**src/rtl/bbc_host_bus_resp_m.sv**
```systemverilog
// Motherboard-side BBC host-bus responder: generates bbc_phi0 (with 1MHz
// stretching for slow IO), serves bus reads/writes through a strobe memory
// port and holds the ROMSEL latch at FE30-FE33.
// Optional feature macro: BUS_TRACE_EN adds a transaction trace FIFO.
module bbc_host_bus_resp_m #(
    parameter int unsigned TRACE_DEPTH = 4
) (
    input  logic        clk16,
    input  logic        resetb,
    output logic        bbc_phi0,
    input  logic [15:0] bus_adr,
    input  logic        bus_rnw,
    input  logic [7:0]  bus_din,
    output logic [7:0]  bus_dout,
    output logic        bus_doe,
    output logic [15:0] mem_adr,
    output logic        mem_rd_stb,
    input  logic [7:0]  mem_rdata,
    output logic        mem_wr_stb,
    output logic [7:0]  mem_wdata,
    output logic [3:0]  romsel,
    output logic        trace_valid,
    input  logic        trace_ready,
    output logic [25:0] trace_data,
    output logic        trace_ovf
);

    localparam int unsigned CNT_W   = 4;
    localparam int unsigned TRACE_W = 26;

    typedef enum logic [1:0] {PHI1, STRETCH, PHI2} state_t;

    state_t             state_q, state_d;
    logic [CNT_W-1:0]   ph_cnt_q, ph_cnt_d;
    logic [CNT_W-1:0]   ref_cnt_q;
    logic               long_q, long_d;
    logic               phi0_q, phi0_d;
    logic [15:0]        adr_q, adr_d;
    logic               rnw_q, rnw_d;
    logic               slow_q, slow_d;
    logic [7:0]         dout_q, dout_d;
    logic               doe_q, doe_d;
    logic [7:0]         wdata_q, wdata_d;
    logic [3:0]         romsel_q, romsel_d;
    logic               rd_stb_q, rd_stb_d;
    logic               wr_stb_q, wr_stb_d;
    logic               rs_hit;
    logic [CNT_W-1:0]   phi2_last;

    // Slow (1MHz) IO regions: FC00-FDFF, FE00-FE1F, FE40-FE7F, FEC0-FEDF
    function automatic logic is_slow(input logic [15:0] a);
        return (a[15:9] == 7'b1111_110) || (a[15:5] == 11'b1111_1110_000) ||
               (a[15:6] == 10'b1111_1110_01) || (a[15:5] == 11'b1111_1110_110);
    endfunction

    assign rs_hit    = (adr_q[15:2] == 14'h3F8C);
    assign phi2_last = long_q ? 4'd7 : 4'd3;

    // Free-running 1MHz phase reference
    always_ff @(posedge clk16 or negedge resetb) begin
        if (!resetb) ref_cnt_q <= '0;
        else         ref_cnt_q <= ref_cnt_q + 4'd1;
    end

    // Bus-cycle sequencing, address decode and data path next-state
    always_comb begin
        state_d  = state_q;
        ph_cnt_d = ph_cnt_q + 4'd1;
        long_d   = long_q;
        adr_d    = adr_q;
        rnw_d    = rnw_q;
        slow_d   = slow_q;
        dout_d   = dout_q;
        doe_d    = doe_q;
        wdata_d  = wdata_q;
        romsel_d = romsel_q;
        rd_stb_d = 1'b0;
        wr_stb_d = 1'b0;
        phi0_d   = 1'b0;
        case (state_q)
            PHI1: begin
                if (ph_cnt_q == 4'd2) begin
                    adr_d  = bus_adr;
                    rnw_d  = bus_rnw;
                    slow_d = is_slow(bus_adr);
                end
                if (ph_cnt_q == 4'd3) begin
                    ph_cnt_d = '0;
                    if (!slow_q) begin
                        state_d = PHI2;
                        long_d  = 1'b0;
                    end else if (ref_cnt_q == 4'd7) begin
                        state_d = PHI2;
                        long_d  = 1'b1;
                    end else begin
                        state_d = STRETCH;
                    end
                end
            end
            STRETCH: begin
                if (ref_cnt_q == 4'd7) begin
                    state_d  = PHI2;
                    long_d   = 1'b1;
                    ph_cnt_d = '0;
                end
            end
            PHI2: begin
                if ((ph_cnt_q == 4'd0) && rnw_q && !rs_hit) begin
                    dout_d = mem_rdata;
                    doe_d  = 1'b1;
                end
                if (ph_cnt_q == phi2_last) begin
                    state_d  = PHI1;
                    ph_cnt_d = '0;
                    doe_d    = 1'b0;
                    if (!rnw_q) begin
                        wdata_d = bus_din;
                        if (rs_hit) romsel_d = bus_din[3:0];
                        else        wr_stb_d = 1'b1;
                    end
                end
            end
            default: begin
                state_d  = PHI1;
                ph_cnt_d = '0;
            end
        endcase
        // Read request fires on the first PHI2 clock of a memory read
        rd_stb_d = (state_q != PHI2) && (state_d == PHI2) && rnw_q && !rs_hit;
        phi0_d   = (state_d == PHI2);
    end

    // State and output registers
    always_ff @(posedge clk16 or negedge resetb) begin
        if (!resetb) begin
            state_q  <= PHI1;
            ph_cnt_q <= '0;
            long_q   <= 1'b0;
            phi0_q   <= 1'b0;
            adr_q    <= '0;
            rnw_q    <= 1'b0;
            slow_q   <= 1'b0;
            dout_q   <= '0;
            doe_q    <= 1'b0;
            wdata_q  <= '0;
            romsel_q <= '0;
            rd_stb_q <= 1'b0;
            wr_stb_q <= 1'b0;
        end else begin
            state_q  <= state_d;
            ph_cnt_q <= ph_cnt_d;
            long_q   <= long_d;
            phi0_q   <= phi0_d;
            adr_q    <= adr_d;
            rnw_q    <= rnw_d;
            slow_q   <= slow_d;
            dout_q   <= dout_d;
            doe_q    <= doe_d;
            wdata_q  <= wdata_d;
            romsel_q <= romsel_d;
            rd_stb_q <= rd_stb_d;
            wr_stb_q <= wr_stb_d;
        end
    end

    assign bbc_phi0   = phi0_q;
    assign bus_dout   = dout_q;
    assign bus_doe    = doe_q;
    assign mem_adr    = adr_q;
    assign mem_rd_stb = rd_stb_q;
    assign mem_wr_stb = wr_stb_q;
    assign mem_wdata  = wdata_q;
    assign romsel     = romsel_q;

`ifdef BUS_TRACE_EN
    localparam int unsigned PTR_W  = $clog2(TRACE_DEPTH);
    localparam int unsigned FCNT_W = PTR_W + 1;

    logic [TRACE_W-1:0] fifo_mem [TRACE_DEPTH];
    logic [PTR_W-1:0]   wr_ptr_q, rd_ptr_q;
    logic [FCNT_W-1:0]  fcnt_q;
    logic               ovf_q;
    logic               done_q;
    logic               push, pop, full, accept;
    logic [7:0]         trace_byte;
    logic [TRACE_W-1:0] push_data;

    // Completed cycle is recorded during the first clock of the next PHI1
    assign push       = done_q;
    assign pop        = trace_valid && trace_ready;
    assign full       = (fcnt_q == FCNT_W'(TRACE_DEPTH));
    assign accept     = push && (!full || pop);
    assign trace_byte = rnw_q ? (rs_hit ? 8'hFF : dout_q) : wdata_q;
    assign push_data  = {slow_q, rnw_q, adr_q, trace_byte};

    // Trace FIFO pointers, occupancy and sticky overflow
    always_ff @(posedge clk16 or negedge resetb) begin
        if (!resetb) begin
            done_q   <= 1'b0;
            wr_ptr_q <= '0;
            rd_ptr_q <= '0;
            fcnt_q   <= '0;
            ovf_q    <= 1'b0;
        end else begin
            done_q <= (state_q == PHI2) && (state_d == PHI1);
            if (accept) wr_ptr_q <= PTR_W'(wr_ptr_q + 1'b1);
            if (pop)    rd_ptr_q <= PTR_W'(rd_ptr_q + 1'b1);
            if (accept && !pop)      fcnt_q <= FCNT_W'(fcnt_q + 1'b1);
            else if (!accept && pop) fcnt_q <= FCNT_W'(fcnt_q - 1'b1);
            if (push && !accept) ovf_q <= 1'b1;
        end
    end

    // Trace FIFO storage
    always_ff @(posedge clk16) begin
        if (accept) fifo_mem[wr_ptr_q] <= push_data;
    end

    assign trace_valid = (fcnt_q != '0);
    assign trace_data  = fifo_mem[rd_ptr_q];
    assign trace_ovf   = ovf_q;
`else
    logic [31:0] unused_trace;
    assign unused_trace = {31'(TRACE_DEPTH), trace_ready};
    assign trace_valid  = 1'b0;
    assign trace_data   = '0;
    assign trace_ovf    = 1'b0;
`endif

endmodule
```
**config.mk**
```make
export PLATFORM = sky130hd
export DESIGN_NAME = bbc_host_bus_resp_m
export DESIGN_NICKNAME = d
export VERILOG_FILES = /design/src/rtl/bbc_host_bus_resp_m.sv
export SDC_FILE = /design/constraint.sdc
export NUM_CORES = 1
export LEC_CHECK = 0
export BUFFER_PORTS_ARGS = -buffer_cell sky130_fd_sc_hd__buf_2
export CAP_MARGIN = 20
export CELL_PAD_IN_SITES_DETAIL_PLACEMENT = 1
export CELL_PAD_IN_SITES_GLOBAL_PLACEMENT = 1
export CORE_MARGIN = 3
export CORE_UTILIZATION = 33
export CTS_CLUSTER_SIZE = 14
export DETAILED_ROUTE_END_ITERATION = 10
export GPL_TIMING_DRIVEN = 0
export PLACE_DENSITY = 0.86
export SLEW_MARGIN = 20
export SYNTH_ARGS = -nofsm -noshare
export SYNTH_HDL_FRONTEND = slang
export SYNTH_SLANG_ARGS = --single-unit
```
**constraint.sdc**
```tcl
create_clock -name clk16 -period 1.75 [get_ports clk16]
set_clock_uncertainty 0.05 [all_clocks]
set_input_delay 0 -clock clk16 [delete_from_list [all_inputs] [get_ports clk16]]
set_output_delay 0 -clock clk16 [all_outputs]
set_load 0.01 [all_outputs]
```
==> reports/metrics.csv <==
stage,metric,value,unit
critical_path,CP required,1.88,ns
grt,Tot GR Track Use,0.155,
outcome,status,finished clean,
timing,RSZ-0062 raised after global routing,yes,
power,Switch Pwr,1.62,mW
cells_and_area,fillcell total,755,
detailed_routing,drt pass-1 iters,4,
critical_path,Worst R2R Setup Slack,0.007,ns
synthesis,top-area cell type share of the netlist area,0.550,
synthesis,syn_area_per_cell,13.1,um2
timing,Worst slew margin,0.557,
grt,antenna violations before repair,0,
synthesis,register area share after synthesis,0.550,
power,peak supply drop,734,uV
timing,Max Freq,574,MHz
cells_and_area,multi-input logic area,970,um2
synthesis,Synth Flop Type,dfrtp_1,
cts,clock tree buffer depth,2,
synthesis,Syn Std Cell Area,0.00241,mm2
cts,CTS tree,yes,
synthesis,dominant cells by area after synthesis,"dfrtp_1, mux2_2, buf_4",
detailed_routing,DR DRC count,0,
cells_and_area,cell area after layout,0.00354,mm2
timing,final hold vios,0,
timing,Slew @ Worst Pin,0.665,ns
hold_path,Hold Crit Class,primary input to asynchronous set/reset pin,
cells_and_area,Final Util,0.510,
synthesis,number of enable flip-flop cells after synthesis,0,
timing,Final Cycle Share,0.996,
critical_path,Setup CP Type,flip-flop to flip-flop,
detailed_routing,Via density,4.36,
flow_run,max cap viols,0,
cts,Worst-path clk slew,0.08,ns
cts,H-tree levels,2,
synthesis,Unique masters post-synth,36,
placement,post-place instance area,0.00301,mm2
die,die width,91.5,um
die,# rows,30,
power,Combinational Power Share,0.410,
detailed_routing,Post-DRT Antenna Nets,0,
synthesis,Synth top cells by count,"dfrtp_1, mux2_2, buf_4",
cts,TritonCTS Buffers,5,
grt,"Remaining Overflow, GRT",0,
die,# IOs,104,
grt,pin count of the biggest net entering global routing,54,
critical_path,crit path capture type,flip-flop,
detailed_routing,Vias,1878,
cells_and_area,Register Area,0.00133,mm2
cts,CTS sink cnt,53,
synthesis,Yosys top cell by area,dfrtp_1,
cells_and_area,nets,376,
detailed_routing,Total Wirelength,6.35,mm
die,Die Ht,91.5,um
cells_and_area,layout overhead on the synthesized area,46.9,%
critical_path,"Arr. time, crit path",1.87,ns
synthesis,"count leader, synth",dfrtp_1,
power,Seq pwr share,0.455,
critical_path,startpoint types,flip-flop,
placement,global placer's final weighted congestion,0.767,
power,pwr dens,1290,mW/mm2
cells_and_area,share of layout cells above drive strength 1,0.493,
cells_and_area,n_diodes,0,
detailed_routing,routed length per placed instance,14.7,um
timing,"Slew Viols, Final",0,
die,Core Area,0.00694,mm2
placement,I/O Buffers,74,
critical_path,reg-to-reg endpoint,bus_dout[1]$_DFFE_PN0P_,
synthesis,synthesis warning total,0,
cts,worst skew pair latency,0.29,ns
synthesis,post-synthesis cell count,184,
die,die footprint,0.00837,mm2
power,switching share of power,0.354,
cts,CTS root buffer,clkbuf_8,
power,Clock Power Share,0.135,
placement,Detailed Place HPWL,3.99,mm
synthesis,"FF+latch count, synth",53,
die,Initial Util,0.347,
critical_path,worst r2r path cells,5,
timing,final setup fails,0,
grt,vias in the first global route,2053,
power,Int Power,2.95,mW
critical_path,reg2reg start,ph_cnt_q[2]$_DFF_PN0_,
power,Leak,1.79,nW
synthesis,Synth async-reset ratio,1.00,
timing,fin crit period,1.74,ns
detailed_routing,Iteration-0 DRC Markers,59,
critical_path,critical path peak fanout,9,
grt,global-route wire length before repair,10.4,mm
cell usage in the layout, fill, tap and decap left out, types with 3 or more instances in the layout:
cell	synthesis	final
dlygate4sd3_1	0	34
nand3_1	5	5
conb_1	1	28
clkbuf_8	0	5
ha_1	4	3
mux2_2	35	35
xor2_1	3	3
nor2_1	9	9
nand2_1	5	5
buf_4	28	38
dfrtp_1	53	53
buf_2	2	75
inv_1	8	8
cell families after synthesis:
family	count (synthesis)	share of synthesized area
other cells	1	0.00156
compound gates	10	0.0301
mux	36	0.168
fa+ha+maj	5	0.0249
buf+inv	38	0.104
simple gates	36	0.103
flops	53	0.550
xor+xnor	5	0.0182
sequential cells by signal, indices dropped and copies added, names as in the netlist:
signal      flops
mem_adr        16
bus_doe         1
rnw_q           1
long_q          1
ref_cnt_q       4
bus_dout        8
mem_wr_stb      1
mem_wdata       8
slow_q          1
bbc_phi0        1
mem_rd_stb      1
ph_cnt_q        4
state_q         2
romsel          4
metal layers:
| metal | GRT usage | routed length (um) | share of wire |
|---|---|---|---|
| met1 | 0.176 | 2420 | 0.38 |
| met2 | 0.287 | 3440 | 0.54 |
| met3 | 0.0447 | 457 | 0.072 |
| met4 | 0.0289 | 32 | 0.0050 |
| met5 | 0 | 0 | 0 |
cell type report:
class                      instances  area share
timing repair buffer             118       0.226
multi-input combinational        120       0.274
clock inverter                     1     0.00141
buffer                            30      0.0622
inverter                           8     0.00848
tap                               96      0.0339
sequential                        53       0.375
clock buffer                       5      0.0194
critical path, cell delays in order (launching register included):
cell and delay (ns):
dfrtp_1 0.48, nor2_1 0.23, nand3_1 0.16, nor3_4 0.22, buf_12 0.15, mux2_2 0.33
per-stage QoR:
stage / power (mW) / setup TNS (ns) / hold WS [ns] / std cells / worst slack (ns)
final: 4.57 / 0 / 0.243 / 431 / 0.00747
after global placement: 3.63 / -0.720 / 0.181 / 381 / -0.0953
after global routing: 4.89 / -1.48 / 0.306 / 431 / -0.0880
after detailed placement: 3.72 / -0.939 / 0.0338 / 381 / -0.125
after CTS: 4.48 / 0 / 0.266 / 426 / 0.0171
after floorplan: 3.02 / 0 / -0.346 / 211 / 0.0231
power by group through the flow:
stage | logic (mW) | registers [mW] | clock network (mW)
2_1_floorplan | 0.797 | 2.22 | 0
3_3_place_gp | 1.60 | 2.04 | 0
3_5_place_dp | 1.65 | 2.07 | 0
4_1_cts | 1.76 | 2.07 | 0.651
5_1_grt | 2.05 | 2.15 | 0.694
6_report | 1.87 | 2.08 | 0.619
what timing repair did:
action,4_1_cts,5_1_grt
setup buffers,5,6
setup endpoints to repair,21,25
hold buffers,34,0
pin swaps,2,2
cloned,0,0
gates resized for setup,2,3
endpoints found under the hold margin,90,0
worst max path at each step:
stage	start	end	depth (start not counted)
finish	ph_cnt_q[2]$_DFF_PN0_	bus_dout[1]$_DFFE_PN0P_	5
CTS	state_q[0]$_DFF_PN0_	mem_wdata[1]$_DFFE_PN0P_	4
global route	state_q[0]$_DFF_PN0_	mem_wdata[1]$_DFFE_PN0P_	4
floorplan	mem_adr[7]$_DFFE_PN0P_	romsel[3]$_DFFE_PN0P_	4
global placement	mem_adr[2]$_DFFE_PN0P_	romsel[3]$_DFFE_PN0P_	4
detailed placement	mem_adr[2]$_DFFE_PN0P_	romsel[3]$_DFFE_PN0P_	4
Note: power is estimated with default switching activity, not from simulation.
